===== config.mk =====
export PLATFORM = sky130hd
export DESIGN_NAME = pc_fetch_unit
export DESIGN_NICKNAME = d
export VERILOG_FILES = /design/src/rtl/pc_fetch_unit.sv
export SDC_FILE = /design/constraint.sdc
export NUM_CORES = 1
export LEC_CHECK = 0
export ABC_AREA = 0
export CELL_PAD_IN_SITES_DETAIL_PLACEMENT = 0
export CELL_PAD_IN_SITES_GLOBAL_PLACEMENT = 1
export CORE_ASPECT_RATIO = 1.75
export CORE_MARGIN = 2
export CORE_UTILIZATION = 35
export CTS_BUF_LIST = sky130_fd_sc_hd__clkbuf_8
export CTS_CLUSTER_DIAMETER = 120
export DETAILED_ROUTE_END_ITERATION = 8
export PLACE_DENSITY = 0.95
export SKIP_LAST_GASP = 1
export SYNTH_ARGS = -nofsm -noshare
export SYNTH_HDL_FRONTEND = slang
export SYNTH_SLANG_ARGS = --single-unit

===== constraint.sdc =====
create_clock -name Clk -period 3.4 [get_ports Clk]
set_input_delay 0.34 -clock Clk [delete_from_list [all_inputs] [get_ports Clk]]
set_output_delay 0.34 -clock Clk [all_outputs]
set_load 0.02 [all_outputs]

===== src/rtl/pc_fetch_unit.sv =====
// Program counter and fetch-request generator with buffered redirects and exceptions.
// Optional misaligned-target checking is enabled by defining PC_ALIGN_CHECK_EN.
module pc_fetch_unit #(
  parameter int                ADDR_W     = 32,
  parameter logic [ADDR_W-1:0] RESET_PC   = ADDR_W'(32'h0000_3000),
  parameter logic [ADDR_W-1:0] HANDLER_PC = ADDR_W'(32'h0000_4180)
) (
  input  logic              Clk,
  input  logic              Reset,
  input  logic              En,
  input  logic [2:0]        sel,
  input  logic              branch_taken,
  input  logic [ADDR_W-1:0] j_target,
  input  logic [ADDR_W-1:0] jr_target,
  input  logic [ADDR_W-1:0] epc,
  input  logic              exc,
  output logic              req_valid,
  output logic [ADDR_W-1:0] req_addr,
  input  logic              req_ready,
  output logic              adel,
  output logic [ADDR_W-1:0] bad_vaddr
);

  localparam logic [2:0] SEL_ADD4   = 3'd0;
  localparam logic [2:0] SEL_J      = 3'd1;
  localparam logic [2:0] SEL_JR     = 3'd2;
  localparam logic [2:0] SEL_BRANCH = 3'd3;
  localparam logic [2:0] SEL_ERET   = 3'd4;

  localparam logic [ADDR_W-1:0] ALIGN_MASK = ~ADDR_W'(3);

  logic              pc_v;
  logic [ADDR_W-1:0] pc;
  logic              pend_v;
  logic              pend_exc;
  logic [ADDR_W-1:0] pend_addr;

  logic              fire;
  logic              redirect;
  logic [ADDR_W-1:0] target;
  logic              take_exc;
  logic              apply;
  logic [ADDR_W-1:0] apply_addr;
  logic              misaligned;
  logic [ADDR_W-1:0] next_pc;

  assign pc_v      = En & ~Reset;
  assign req_valid = pc_v;
  assign req_addr  = pc;
  assign fire      = req_valid & req_ready;

  // Jump/branch targets are always word aligned; register targets are only
  // left unmasked when the alignment check is present to trap on them.
  always_comb begin
    redirect = 1'b0;
    target   = '0;
    case (sel)
      SEL_J: begin
        redirect = 1'b1;
        target   = j_target & ALIGN_MASK;
      end
      SEL_JR: begin
        redirect = 1'b1;
`ifdef PC_ALIGN_CHECK_EN
        target   = jr_target;
`else
        target   = jr_target & ALIGN_MASK;
`endif
      end
      SEL_BRANCH: begin
        redirect = branch_taken;
        target   = j_target & ALIGN_MASK;
      end
      SEL_ERET: begin
        redirect = 1'b1;
`ifdef PC_ALIGN_CHECK_EN
        target   = epc;
`else
        target   = epc & ALIGN_MASK;
`endif
      end
      default: begin
        redirect = 1'b0;
        target   = '0;
      end
    endcase
  end

  // A buffered redirect wins over a fresh one; exceptions win over both.
  always_comb begin
    take_exc   = exc | pend_exc;
    apply      = pend_v | redirect;
    apply_addr = pend_v ? pend_addr : target;
`ifdef PC_ALIGN_CHECK_EN
    misaligned = fire & ~take_exc & apply & (apply_addr[1:0] != 2'b00);
`else
    misaligned = 1'b0;
`endif
    if (take_exc || misaligned)
      next_pc = HANDLER_PC;
    else if (apply)
      next_pc = apply_addr;
    else
      next_pc = pc + ADDR_W'(4);
  end

  always_ff @(posedge Clk) begin
    if (Reset) begin
      pc        <= RESET_PC;
      pend_v    <= 1'b0;
      pend_exc  <= 1'b0;
      pend_addr <= '0;
    end else if (fire) begin
      pc       <= next_pc;
      pend_v   <= 1'b0;
      pend_exc <= 1'b0;
    end else begin
      if (exc)
        pend_exc <= 1'b1;
      if (redirect) begin
        pend_addr <= target;
        pend_v    <= 1'b1;
      end
    end
  end

`ifdef PC_ALIGN_CHECK_EN
  always_ff @(posedge Clk) begin
    if (Reset) begin
      adel      <= 1'b0;
      bad_vaddr <= '0;
    end else begin
      adel <= misaligned;
      if (misaligned)
        bad_vaddr <= apply_addr;
    end
  end
`else
  assign adel      = 1'b0;
  assign bad_vaddr = '0;
`endif

endmodule

# ---- After elaboration in Yosys (flattened, before gate mapping)
# Cells that the tools add are included.
dict set report classes {
  n_addsub 1
  n_mul 0
  n_div 0
  magnitude_cmp 0
  eq_ne 4
  shift 0
  n_mux 5
  n_bitwise 6
  reduce_logical 4
}
# operator count
set ops {}
lappend ops {{32-bit 2-to-1 mux} 3}
lappend ops {{32-bit case mux with 3 select lines} 1}
lappend ops {{32-bit by 3-bit adder with 32-bit output, second input constant} 1}
lappend ops {{3-bit by 2-bit == test with 1-bit output, second input constant} 2}
lappend ops {{2-bit OR reduction} 2}
lappend ops {{3-bit by 1-bit == test with 1-bit output, second input constant} 1}
lappend ops {{3-bit == test, second input constant} 1}
lappend ops {{3-bit OR reduction} 1}
lappend ops {{1-bit bitwise AND} 2}
lappend ops {{1-bit NOT} 2}
lappend ops {{1-bit bitwise OR} 2}
lappend ops {{1-bit case mux with 2 select lines} 1}
lappend ops {{2-bit AND reduction} 1}
dict set report word_totals {
  regBits 66
  latch_bits 0
  ram_bits 0
  mem_bits_ro 0
  input_bits 105
  elab_cells 24
  memories 0
}

# ---- Longest topological paths before layout
dict set report logic_depth {
  depth_word 6
  ltp_mapped 8
  depth_no_buf 6
}

# ---- Worst setup path before layout
# Ideal clock, no wire load.
dict set report synth_timing {
  path_kind {register -> register}
  start {register pc[2] (netlist: req_addr[2])}
  end {register pc[22] (netlist: req_addr[22])}
  setup_ps 83
  t_arrival_ps 1896
  required_ps 3317
  setup_slack_ps 1421
  path_stages_with_launch 7
  period_less_slack_ps 1979
  cell_sequence {dfxtp_1 ha_1 nand4_1 nor4_2 nand4_1 or4_1 o221ai_1}
}
dict set report synth_via {
  elab_chain_cells 3
}
# item line_no
set synth_rtl {}
lappend synth_rtl {{from (decl)} 33} ;# logic [ADDR_W-1:0] pc;
lappend synth_rtl {{from (signal assigned)} 114} ;# pc <= next_pc;
lappend synth_rtl {{32-bit by 3-bit adder with 32-bit output} 104} ;# next_pc = pc + ADDR_W'(4);
lappend synth_rtl {{32-bit 2-to-1 mux} 101} ;# else if (apply)
lappend synth_rtl {{32-bit 2-to-1 mux} 99} ;# if (take_exc || misaligned)
# No other way between the ends.
# A chain may end at the register's enable or synchronous reset.

# ---- Final worst setup path
dict set report layout_timing {
  start {input port sel[1]}
  end {register pc[29] (netlist: req_addr[29])}
}
dict set report layout_via {
  elab_chain_cells 6
}
# item line_no
set layout_rtl {}
lappend layout_rtl {{from (decl)} 11} ;# input logic [2:0] sel,
lappend layout_rtl {{3-bit == test, or another cell as far along} 57} ;# case (sel)
lappend layout_rtl {{3-bit OR reduction (no line) or 2-bit OR reduction (tied branches)} --}
lappend layout_rtl {{1-bit case mux with 2 select lines or 32-bit case mux with 3 select lines (tied branches)} 57}
lappend layout_rtl {{1-bit bitwise OR or 32-bit 2-to-1 mux (tied branches)} {92, 93}}
lappend layout_rtl {{32-bit 2-to-1 mux (*)} 101}
lappend layout_rtl {{32-bit 2-to-1 mux (*)} 99}
# Mark *: on every way between the ends. The rest lies on a longest branch, timed or not.

==> reports/qor.txt <==
Post-CTS setup buffer count: 0
Mapped cell area: 4580 sq um
DIE HEIGHT: 155 um
Synth top cells by count: nor2_1, dfxtp_1, nand2_1
DR pass1 iterations: 6
Fin crit period: 2450 ps
EDFF count, synth: 0
Ranking of synthesized cells by area: dfxtp_1, buf_4, nor2_1, nand2_1, a32oi_1
Residual DRC: 0
Synth Area in Adders: 0.00273
Xor/xnor share of the synthesized area: 0.00955
Clk_lat worst skew: 360 ps
YS warnings: 0
CP max FO: 12
Synth top area share: 0.271
CTS buffer count: 9
CTS clk-pin slew, worst paths: 70 ps
Comb pwr share: 0.268
Commonest register cell after synthesis: dfxtp_1
Vias/cell: 5.75
TritonCTS clock tree: done
Power per Cell Area: 349 nW/um^2
Final Non-Filler Cells: 879
Switch Pwr: 665 uW
Die area: 14,100 sq um
Clk pwr share: 0.345
Crit path kind: primary input to register
TNS Setup: 0 ps
Leak pwr: 2.16 nW
Largest net degree at the start of global routing: 42
Core area: 12,900 sq um
Post-synthesis area per instance: 7.74 sq um
First-pass GRT wire length: 24,600 um
Critical path endpoint category: register
Share of layout cells above drive strength 1: 0.0777
Switching Fraction: 0.313
CP max stage cell: clkdlybuf4s50_1
Post-synthesis mux area share: 0.00928
Final Max Tran Viols: 0
Starting Density: 0.356
Total grt overflow: 0
CP Cell Sequence: clkdlybuf4s50_1 > nor2b_1 > o21ai_1 > nand2_1 > a221o_1 > a22o_1
Synth Area in Compound Gates: 0.292
Area leader, netlist: dfxtp_1
WL/cell: 18.1 um
Worst stage delay on the critical path: 580 ps
Row cnt: 55
GR Util All Layers: 0.217
Hold Crit Class: register to register
CTS sink count: 62
Seq pwr share: 0.387
Actual slew at the worst max-slew pin: 942 ps
Detailed Route WL: 15,900 um
Post-CTS Hold Buffers: 0
Filler cells: 1,288
Yosys cell types: 79
Post-synthesis sequential area ratio: 0.271
Min Hold Slack: 479 ps
Number of I/O pins: 171
Hpwl dp: 12,100 um
Post-Route Skew: 7.88 ps
H-tree Lvls: 3
Max Cap Viol: 0
Cells after DPL: 863
Area Overhead vs Synth: 32.6%
Slew HR: 0.371
Final setup violation count: 0
Synth Area in Simple Gates: 0.288
Period utilization: 0.719
Synth Instances: 592
Routed Antenna Nets: 0
Final hold violations: 0
Status: complete, no violations
Nets: 809
Main combinational cell family by area after synthesis: compound AO/OA/AOI/OAI gates
Maximum vdd drop: 0.000209 V
RSZ-0062 raised after global routing: no
Flop and latch count out of synthesis: 62
Asr flop ratio synth: 0
Die Wd: 90.5 um
P_int: 1.46 mW
Starting DRT DRC Count: 457
Startpoint types: primary input
Initial antenna violation count: 0
Ant. Diodes: 0
Critical Path RT: 3660 ps
Vias after detailed routing: 5,058
RePlAce Congestion: 0.860
PostCTS Resize Cnt: 0
Clk buf depth: 2
# port buffers: 129
Peak Freq: 409 MHz
Critical path arrival: 2710 ps
Clock root cell: clkbuf_8
Vias in the first global route: 4,794
Count leader, synth: nor2_1
## final cells by class
cell class | instances | area (sq um) | area share
repair buffers | 149 | 1440 | 0.237
clock buffers | 10 | 138 | 0.0226
multi-input cells | 465 | 2910 | 0.478
well taps | 171 | 214 | 0.0352
clock inverters | 6 | 77.6 | 0.0128
inverters | 16 | 60.1 | 0.00988
flip-flops and latches | 62 | 1240 | 0.204
## cells in the final DEF (no fill, tap or decap), types with 14 or more instances in the layout
cell type,count
a211oi_1,17
a22oi_1,16
a32oi_1,16
buf_4,20
clkdlybuf4s50_1,129
conb_1,35
dfxtp_1,62
inv_1,17
nand2_1,47
nand3_1,25
nor2_1,65
nor2b_1,15
nor3_1,23
o211ai_1,14
o21ai_0,22
## sequential cells by signal, summed over array words and instances, names as in the netlist
register,cells
pend_addr,30
pend_v,1
req_addr,30
pend_exc,1
## per-stage QoR
stage | area (sq um) | utilization | power, mW | worst slack (ps)
floorplan | 4710 | - | 1.19 | 1420
global placement | 5860 | 0.456 | 1.38 | 614
detailed placement | 5860 | 0.456 | 1.40 | 592
CTS | 6080 | 0.472 | 2.11 | 955
global route | 6080 | 0.472 | 2.20 | 788
finish | 6080 | 0.472 | 2.12 | 954
## power groups by stage
stage               Sequential (mW)  Clock (mW)  Combinational [mW]
finish                        0.821       0.730               0.568
global route                  0.827       0.761               0.609
CTS                           0.820       0.731               0.563
detailed placement            0.836           0               0.560
global placement              0.834           0               0.551
floorplan                     0.833           0               0.356
## worst max-delay path: cells and delay by family
family | cells | cell delay, ps
buffers and inverters | 1 | 580
and+or+nand+nor | 2 | 710
AOI/OAI and AO/OA | 3 | 1070
## layer usage
| metal | global-route usage | wire, um |
|---|---|---|
| met5 | 0 | 0 |
| met4 | 0.0908 | 456 |
| met3 | 0.0300 | 1070 |
| met2 | 0.415 | 8400 |
| met1 | 0.236 | 6000 |
## cells by family after synthesis
logic type,after synthesis
adder cells (fa/ha/maj),1
multiplexers,4
AO/OA/AOI/OAI,180
other,1
buffers and inverters,99
flip-flops,62
XOR/XNOR,5
AND/OR/NAND/NOR,240
## path summary, 6_finish.rpt
kind	from	endpoint	slack, ps	cells past startpoint
setup / recovery	sel[1]	req_addr[29]	950	6
hold / removal	pend_addr[7]	pend_addr[7]	480	2
setup reg to reg	pend_v	req_addr[29]	1090	5
hold reg to reg	pend_addr[7]	pend_addr[7]	480	2
Power figures use the tool's default switching activity.
